`src/rtl/pwm_ramp_controller_if.sv`:
```
// Configuration handshake bundle between the SPI register bank and the
// duty-cycle ramp controller.
//   cfg_valid     : a configuration request is present (master -> slave)
//   cfg_ready     : controller can accept a request     (slave -> master)
//   cfg_target    : requested final duty
//   cfg_step      : duty change per step, 0 means jump immediately
//   cfg_interval  : a step occurs every cfg_interval+1 cycles
//   cfg_immediate : jump straight to cfg_target
interface pwm_ramp_controller_if #(
  parameter int DUTY_W     = 8,
  parameter int INTERVAL_W = 16,
  parameter int STEP_W     = 4
);
  logic                  cfg_valid;
  logic                  cfg_ready;
  logic [DUTY_W-1:0]     cfg_target;
  logic [STEP_W-1:0]     cfg_step;
  logic [INTERVAL_W-1:0] cfg_interval;
  logic                  cfg_immediate;

  modport master (
    output cfg_valid, cfg_target, cfg_step, cfg_interval, cfg_immediate,
    input  cfg_ready
  );

  modport slave (
    input  cfg_valid, cfg_target, cfg_step, cfg_interval, cfg_immediate,
    output cfg_ready
  );
endinterface

```
`src/rtl/pwm_ramp_controller.sv`:
```
// Walks the PWM duty register toward a requested target in fixed steps at a
// programmable interval, so duty changes seen by the PWM peripheral are
// gradual. Sits between the SPI register bank and pwm_peripheral.
//   clk, rst   : system clock, synchronous active-high reset
//   cfg        : configuration handshake (slave side)
//   lock       : blocks new configuration (cfg_ready = !lock)
//   hold       : freezes an active ramp (counter, duty, state)
//   duty_out   : registered duty, drives pwm_duty_cycle
//   target_out : latched target for status readback
//   busy       : high while ramping
//   done       : one-cycle pulse in the cycle duty_out reaches the target
module pwm_ramp_controller #(
  parameter int DUTY_W     = 8,
  parameter int INTERVAL_W = 16,
  parameter int STEP_W     = 4
) (
  input  logic                  clk,
  input  logic                  rst,
  pwm_ramp_controller_if.slave  cfg,
  input  logic                  lock,
  input  logic                  hold,
  output logic [DUTY_W-1:0]     duty_out,
  output logic [DUTY_W-1:0]     target_out,
  output logic                  busy,
  output logic                  done
);

  localparam logic [0:0] ST_IDLE = 1'b0;
  localparam logic [0:0] ST_RAMP = 1'b1;

  // One step toward target, evaluated one bit wider than the duty so the
  // sum cannot wrap and the difference cannot underflow; the result
  // saturates at the target from either side.
  function automatic logic [DUTY_W-1:0] step_toward(
    input logic [DUTY_W-1:0] duty,
    input logic [DUTY_W-1:0] target,
    input logic [STEP_W-1:0] step
  );
    logic [DUTY_W:0] d_ext;
    logic [DUTY_W:0] t_ext;
    logic [DUTY_W:0] s_ext;
    logic [DUTY_W:0] sum;
    logic [DUTY_W:0] diff;
    d_ext = {1'b0, duty};
    t_ext = {1'b0, target};
    s_ext = (DUTY_W+1)'(step);
    sum   = d_ext + s_ext;
    diff  = d_ext - s_ext;
    step_toward = duty;
    if (d_ext < t_ext) begin
      step_toward = (sum >= t_ext) ? target : sum[DUTY_W-1:0];
    end else if (d_ext > t_ext) begin
      step_toward = (d_ext <= t_ext + s_ext) ? target : diff[DUTY_W-1:0];
    end
  endfunction

  logic [0:0]            state_q,    state_d;
  logic [DUTY_W-1:0]     duty_q,     duty_d;
  logic [DUTY_W-1:0]     target_q,   target_d;
  logic [STEP_W-1:0]     step_q,     step_d;
  logic [INTERVAL_W-1:0] interval_q, interval_d;
  logic [INTERVAL_W-1:0] cnt_q,      cnt_d;
  logic                  done_q,     done_d;

  logic                  accept;
  logic [DUTY_W-1:0]     next_duty;

  assign cfg.cfg_ready = !lock;
  assign accept        = cfg.cfg_valid && cfg.cfg_ready;
  assign next_duty     = step_toward(duty_q, target_q, step_q);

  always_comb begin
    state_d    = state_q;
    duty_d     = duty_q;
    target_d   = target_q;
    step_d     = step_q;
    interval_d = interval_q;
    cnt_d      = cnt_q;
    done_d     = 1'b0;

    // A new request always wins over a pending step on the same edge.
    if (accept) begin
      if (cfg.cfg_immediate || (cfg.cfg_step == '0)) begin
        duty_d   = cfg.cfg_target;
        target_d = cfg.cfg_target;
        state_d  = ST_IDLE;
        done_d   = 1'b1;
      end else begin
        target_d   = cfg.cfg_target;
        step_d     = cfg.cfg_step;
        interval_d = cfg.cfg_interval;
        cnt_d      = '0;
        if (cfg.cfg_target == duty_q) begin
          state_d = ST_IDLE;
          done_d  = 1'b1;
        end else begin
          state_d = ST_RAMP;
        end
      end
    end else if ((state_q == ST_RAMP) && !hold) begin
      if (cnt_q != interval_q) begin
        cnt_d = cnt_q + 1'b1;
      end else begin
        cnt_d  = '0;
        duty_d = next_duty;
        if (next_duty == target_q) begin
          state_d = ST_IDLE;
          done_d  = 1'b1;
        end
      end
    end
  end

  always_ff @(posedge clk) begin
    if (rst) begin
      state_q    <= ST_IDLE;
      duty_q     <= '0;
      target_q   <= '0;
      step_q     <= '0;
      interval_q <= '0;
      cnt_q      <= '0;
      done_q     <= 1'b0;
    end else begin
      state_q    <= state_d;
      duty_q     <= duty_d;
      target_q   <= target_d;
      step_q     <= step_d;
      interval_q <= interval_d;
      cnt_q      <= cnt_d;
      done_q     <= done_d;
    end
  end

  assign duty_out   = duty_q;
  assign target_out = target_q;
  assign busy       = (state_q == ST_RAMP);
  assign done       = done_q;

endmodule
```
`src/flat_wrapper.sv`:
```
// flat-port wrapper written by rule: the top's interface ports become plain ports
module pwm_ramp_controller_flat 
#(
  parameter int DUTY_W     = 8,
  parameter int INTERVAL_W = 16,
  parameter int STEP_W     = 4
)
  (clk, rst, lock, hold, duty_out, target_out, busy, done, cfg_cfg_valid, cfg_cfg_target, cfg_cfg_step, cfg_cfg_interval, cfg_cfg_immediate, cfg_cfg_ready);
  pwm_ramp_controller_if #(.DUTY_W(DUTY_W), .INTERVAL_W(INTERVAL_W), .STEP_W(STEP_W)) cfg_i ();
  input  logic clk;
  input  logic rst;
  input  logic lock;
  input  logic hold;
  output logic [DUTY_W-1:0] duty_out;
  output logic [DUTY_W-1:0] target_out;
  output logic busy;
  output logic done;
  input wire logic [$bits(cfg_i.cfg_valid)-1:0] cfg_cfg_valid;
  input wire logic [$bits(cfg_i.cfg_target)-1:0] cfg_cfg_target;
  input wire logic [$bits(cfg_i.cfg_step)-1:0] cfg_cfg_step;
  input wire logic [$bits(cfg_i.cfg_interval)-1:0] cfg_cfg_interval;
  input wire logic [$bits(cfg_i.cfg_immediate)-1:0] cfg_cfg_immediate;
  output wire logic [$bits(cfg_i.cfg_ready)-1:0] cfg_cfg_ready;
  assign cfg_i.cfg_valid = cfg_cfg_valid;
  assign cfg_i.cfg_target = cfg_cfg_target;
  assign cfg_i.cfg_step = cfg_cfg_step;
  assign cfg_i.cfg_interval = cfg_cfg_interval;
  assign cfg_i.cfg_immediate = cfg_cfg_immediate;
  assign cfg_cfg_ready = cfg_i.cfg_ready;
  pwm_ramp_controller #(.DUTY_W(DUTY_W), .INTERVAL_W(INTERVAL_W), .STEP_W(STEP_W)) u_core (.clk(clk), .rst(rst), .cfg(cfg_i), .lock(lock), .hold(hold), .duty_out(duty_out), .target_out(target_out), .busy(busy), .done(done));
endmodule
```
`config.mk`:
```
export PLATFORM = sky130hd
export DESIGN_NAME = pwm_ramp_controller_flat
export DESIGN_NICKNAME = d
export VERILOG_FILES = /design/src/rtl/pwm_ramp_controller_if.sv /design/src/rtl/pwm_ramp_controller.sv /design/src/flat_wrapper.sv
export SDC_FILE = /design/constraint.sdc
export NUM_CORES = 1
export LEC_CHECK = 0
export ABC_AREA = 1
export BUFFER_PORTS_ARGS = -buffer_cell sky130_fd_sc_hd__clkbuf_2
export CAP_MARGIN = 20
export CORE_MARGIN = 3
export CORE_UTILIZATION = 64
export DETAILED_ROUTE_END_ITERATION = 7
export GPL_ROUTABILITY_DRIVEN = 0
export PLACE_DENSITY = 0.86
export RECOVER_POWER = 100
export REMOVE_ABC_BUFFERS = 1
export SLEW_MARGIN = 20
export SYNTH_ARGS = -nofsm -noshare
export SYNTH_HDL_FRONTEND = slang
export SYNTH_SLANG_ARGS = --single-unit
```
`constraint.sdc`:
```
create_clock -name clk -period 5.3 [get_ports clk]
set_input_delay 0.53 -clock clk [delete_from_list [all_inputs] [get_ports clk]]
set_output_delay 0.53 -clock clk [all_outputs]
set_load 0.02 [all_outputs]
```
# Word level (Yosys, flattened, before mapping)
# Index checks and enable logic that the tools add are counted.
op_classes:
  add_sub_neg: 4
  order_cmp: 4
  n_eq_ne: 6
  n_mux: 24
  bitwise: 1
  n_reduce_logical: 12
op_table:
  columns: ["cell", "count"]
  rows:
  - ["2-to-1 mux 16 bit", 4]
  - ["2-to-1 mux 8 bit", 8]
  - ["adder 8 x 4 -> 9 bit", 2]
  - ["adder 16 x 1 -> 16 bit, second input constant", 1]
  - ["equality test 8 bit", 2]
  - ["!= test 16 bit", 1]
  - ["2-to-1 mux 1 bit", 12]
  - [">= comparator 9 x 8 -> 1 bit", 1]
  - ["less-or-equal comparator 8 x 9 -> 1 bit", 1]
  - ["> comparator 8 bit", 1]
  - ["less-than comparator 8 bit", 1]
  - ["subtractor 8 x 4 -> 8 bit", 1]
  - ["AND reduction 3 bit", 2]
  - ["zero test 4 bit", 1]
  - ["!= test 2 bit, second input constant", 2]
  - ["AND reduction 2 bit", 2]
  - ["nonzero test 2 bit", 2]
  - ["logical AND 1 bit", 2]
  - ["zero test 1 bit", 2]
  - ["!= test 2 x 1 -> 1 bit, second input constant", 1]
  - ["logical OR 1 bit", 1]
  - ["inverter 1 bit", 1]
word_totals:
  ff_bits: 54
  inputBits: 34
  out_inout_bits: 19
  elab_cells: 58

# Logic depth before layout (Yosys ltp)
logic_depth:
  word_depth: 10
  depth_mapped: 30

# Worst setup path after synthesis
# Ideal clock, no wire load.
synth_path:
  path_type: "register to register"
  startpoint: "register u_core.duty_q[1], in the netlist u_core.duty_out[1]"
  endpoint: "register u_core.state_q, in the netlist u_core.busy"
  setup_ns: 0.115
  t_arrival_ns: 3.226
  t_required_ns: 5.185
  slack_ns: 1.959
  stages_incl_launch_ff: 29
  n_path_buf: 0
  period_less_slack_ns: 3.341
  path_cell_list: "dfxtp_1 ha_1 nor2_2 nand2_1 nand2_1 nand2_1 a21oi_2 xor2_1 inv_1 ha_1 nand4_1 nor3_1 nor2_1 o21ai_0 nand2_1 nand2_8 inv_4 nand2_1 nand3_2 nand2_2 nand2_1 nand2_1 nand2_1 nor2_1 nand2_1 nand2_2 nand3_2 nand2_1 nor2_1"
synth_via:
  elab_chain_len: 7
  word_cells_on_any_way: 17
  cone_classes: "2 x add/sub; 4 x order compare; 2 x eq/ne; 7 x mux; 2 x reduce/logical"
synth_lines:
  columns: ["item", "line_no", "text"]
  rows:
  - ["from (decl)", "pwm_ramp_controller.sv:58", "logic [DUTY_W-1:0] duty_q, duty_d;"]
  - ["from (signal assigned)", "pwm_ramp_controller.sv:125", "duty_q <= duty_d;"]
  - ["adder 8 x 4 -> 9 bit (tied with other cells)", "pwm_ramp_controller.sv:47", "sum = d_ext + s_ext;"]
  - [">= comparator 9 x 8 -> 1 bit / 2-to-1 mux 8 bit (equally long branches)", "pwm_ramp_controller.sv:51, pwm_ramp_controller.sv:53", null]
  - ["2-to-1 mux 8 bit (on tied branches)", "pwm_ramp_controller.sv:51, pwm_ramp_controller.sv:52", null]
  - ["2-to-1 mux 8 bit", "pwm_ramp_controller.sv:50", "if (d_ext < t_ext) begin"]
  - ["equality test 8 bit", "pwm_ramp_controller.sv:106", "if (next_duty == target_q) begin"]
  - ["nonzero test 2 bit (no source line)", null, null]
  - ["AND reduction 3 bit (no source line)", null, null]
  - ["to (signal assigned)", "pwm_ramp_controller.sv:124", "state_q <= state_d;"]
  - ["to (decl)", "pwm_ramp_controller.sv:57", "logic [0:0] state_q, state_d;"]
# Parallel ways exist; a longest one is shown, timed or not.
# A chain may end at the register's enable or synchronous reset.

# Worst setup path after layout
# Same ends and word-level chain as after synthesis.

==> qor.txt <==
flop-to-flop setup slack = 0.97 ns
Final setup viols = 0
total grt overflow = 0
vias per cell = 5.724
clk sinks = 54
H-Tree Depth = 2
FFs w/ async S/R, synth = 0%
drt pass-1 iters = 5
Die ar. = 7627 um2
area added between synthesis and finish = 7.240%
leakage = 0.002082 uW
Initial Util = 66.30%
root buffer cell = clkbuf_8
PostCTS Resize Cnt = 0
routed length per instance = 14.56 um
power density over the cells = 261.4 nW/um2
Fin Setup TNS = 0 ns
startpoint types = register
drc violations = 0
Netlist Area Pre-Place = 4234 um2
Worst Clk Skew = 0.01532 ns
Hold Path Depth = 3
worst vdd ir = 183.5 uV
hold buffers post-CTS = 0
Hold Path Sink = u_core.interval_q[2]$_SDFFE_PP0P_
DPL Wire Length = 8.428 mm
max_slew headroom = 41.31%
initial drt markers = 239
post-route ant nets = 0
outcome = finished clean
Mean Syn Cell Area = 6.721 um2
WP data required = 5.51 ns
CTS tree = done
Total Routing Usage GR = 29.37%
Antenna Cells = 0
cells after synthesis = 630
antenna violations before repair = 0
first-pass GRT wire length = 18.12 mm
R2R cell count = 27
CTS max path bufs = 2
core area = 6386 um2
wirelength, routed = 10.91 mm
total power = 1187 uW
Post-CTS Setup Inserts = 0
Fin. Hold Viols = 0
synthesis-stage register bit count = 54
fraction of the yosys area taken by sequential cells = 25.53%
CP max FO = 10
RSZ-0062 raised after global routing = no
Post-synth EDFFs = 0
R2R Path Start = u_core.duty_out[1]$_SDFFE_PP0P_
die width = 87.34 um
critical path arrival = 4.54 ns
final max-slew violation count = 0
PortBufs = 52
hold_sp = cfg_cfg_interval[2]
layout cell share with drive strength beyond 1 = 10.42%
Tightest Pin Transition = 0.8794 ns
clock transition at the registers of the reported paths = 0.12 ns
Final period util = 81.61%
num rows = 29
leading area contributor after synthesis = dfxtp_1
Post-synth top flop = dfxtp_1
Hold Crit Class = in2reg
Yosys top cell area share = 25.53%
Unique masters post-synth = 38
Synth Warn # = 0
vias in the first global route = 4,062
most frequent cell after synthesis = nand2_1
Clock Latency Late Sink = 0.32 ns
Crit Path Class = reg2reg
fin crit period = 4.325 ns
dpl cell area = 4498 um2
pin count of the biggest net entering global routing = 34
final instance area = 4541 um2
top cells by area, synth = dfxtp_1 26%, nand2_1 13%, ha_1 11%
Final nets = 745
maxcap violations = 0
Max Freq = 231.2 MHz
setup ws final = 0.9746 ns
Chip Height = 87.34 um
vias after detailed routing = 4,287
crit end category = register
CTS Buf Count = 5
Setup Slack @ Placement = 1.534 ns
Worst R2R End = u_core.busy$_SDFFE_PP0P_
IO Pins = 53
most common library cells after synthesis = 141 x nand2_1, 71 x inv_1, 60 x nor2_1
worst max-delay path: stages (launching register included):
cell        delay, ns
dfxtp_1          0.68
ha_1             0.35
nor2_2           0.08
nand2_1          0.06
nand2_1          0.07
nand2_1          0.06
a21oi_1          0.27
xor2_1           0.18
inv_1            0.07
ha_1             0.30
nand4_1          0.12
nor3_1           0.20
nor2_1           0.08
o21a_4           0.13
nand2_1          0.25
clkinvlp_2       0.33
nand2_1          0.12
nand3_1          0.12
nand2_1          0.12
nand2_1          0.05
nand2_1          0.05
nand2_1          0.07
nor2_1           0.11
nand2_1          0.07
nand2_2          0.07
nand3_2          0.10
nand2_1          0.07
nor2_1           0.05
state kept, by name (all words and copies together) (netlist names):
signal	cells
u_core.duty_out	8
u_core.done	1
u_core.step_q	4
u_core.target_out	8
u_core.interval_q	16
u_core.cnt_q	16
u_core.busy	1
how the worst max path moves through the flow:
stage               depth (start not counted)                        to                            start
detailed placement                         28  u_core.busy$_SDFFE_PP0P_  u_core.duty_out[1]$_SDFFE_PP0P_
CTS                                        28  u_core.busy$_SDFFE_PP0P_  u_core.duty_out[1]$_SDFFE_PP0P_
floorplan                                  28  u_core.busy$_SDFFE_PP0P_  u_core.duty_out[1]$_SDFFE_PP0P_
finish                                     27  u_core.busy$_SDFFE_PP0P_  u_core.duty_out[1]$_SDFFE_PP0P_
global route                               27  u_core.busy$_SDFFE_PP0P_  u_core.duty_out[1]$_SDFFE_PP0P_
global placement                           27  u_core.busy$_SDFFE_PP0P_  u_core.duty_out[1]$_SDFFE_PP0P_
metal layers:
metal	up-vias	share of wire [%]	track usage, %
li1	2149	-	-
met4	0	3.4	13.11
met5	-	0	0
met1	1946	40	33.97
met3	36	4.8	3.406
met2	156	52	53.56
final cells by class:
type | count | area, um2
clock buffer | 5 | 68.82
inverter | 74 | 280.3
timing repair buffer | 52 | 236.5
sequential | 54 | 1081
multi-input combinational | 484 | 2749
tap | 77 | 96.34
clock inverter | 3 | 28.78
fill | 553 | 1846
report_power, final:
group          total [uW]  leakage, uW  internal [uW]  switching [uW]
Combinational         491      0.00159            171             320
Sequential            448     0.000440            421            26.5
Clock                 249    0.0000506           99.2             150
cells by family after synthesis:
kind of cell | Yosys count | synth area share [%]
AOI/OAI and AO/OA | 114 | 14.83
DFF | 54 | 25.53
buffers and inverters | 92 | 8.836
xor gates and xnor gates | 30 | 6.206
and+or+nand+nor | 300 | 32.24
adders and majority gates | 40 | 12.35
placed cells by master, fill, tap and decap left out:
master	count
nand2_1	144
inv_1	71
nor2_1	60
a21oi_1	56
dfxtp_1	54
nand3_1	46
o21ai_0	37
ha_1	37
clkbuf_2	33
xor2_1	19
clkbuf_1	19
nand4_1	12
xnor2_1	11
nor3_1	11
nand2_2	9
a31oi_1	9
nand3_2	6
o21a_1	5
clkbuf_8	5
or2_2	4
fa_1	3
a21oi_2	2
nor2_2	2
nand3b_1	2
nor4_1	2
inv_2	1
clkinv_2	1
nand2_4	1
nand2_8	1
a211oi_1	1
a21o_1	1
o21a_4	1
clkinvlp_2	1
a2111oi_0	1
a22o_1	1
clkinv_4	1
inv_8	1
inv_6	1
stage by stage:
stage | cells | hold slack, ns | utilization [%]
2_1_floorplan | 612 | 0.4458 | -
3_5_place_dp | 741 | 0.4642 | 70.44
3_3_place_gp | 741 | 0.4572 | 70.44
6_report | 749 | 0.4272 | 71.10
5_1_grt | 749 | 0.4301 | 71.10
4_1_cts | 749 | 0.4293 | 71.96
(Power assumes the default switching activity.)
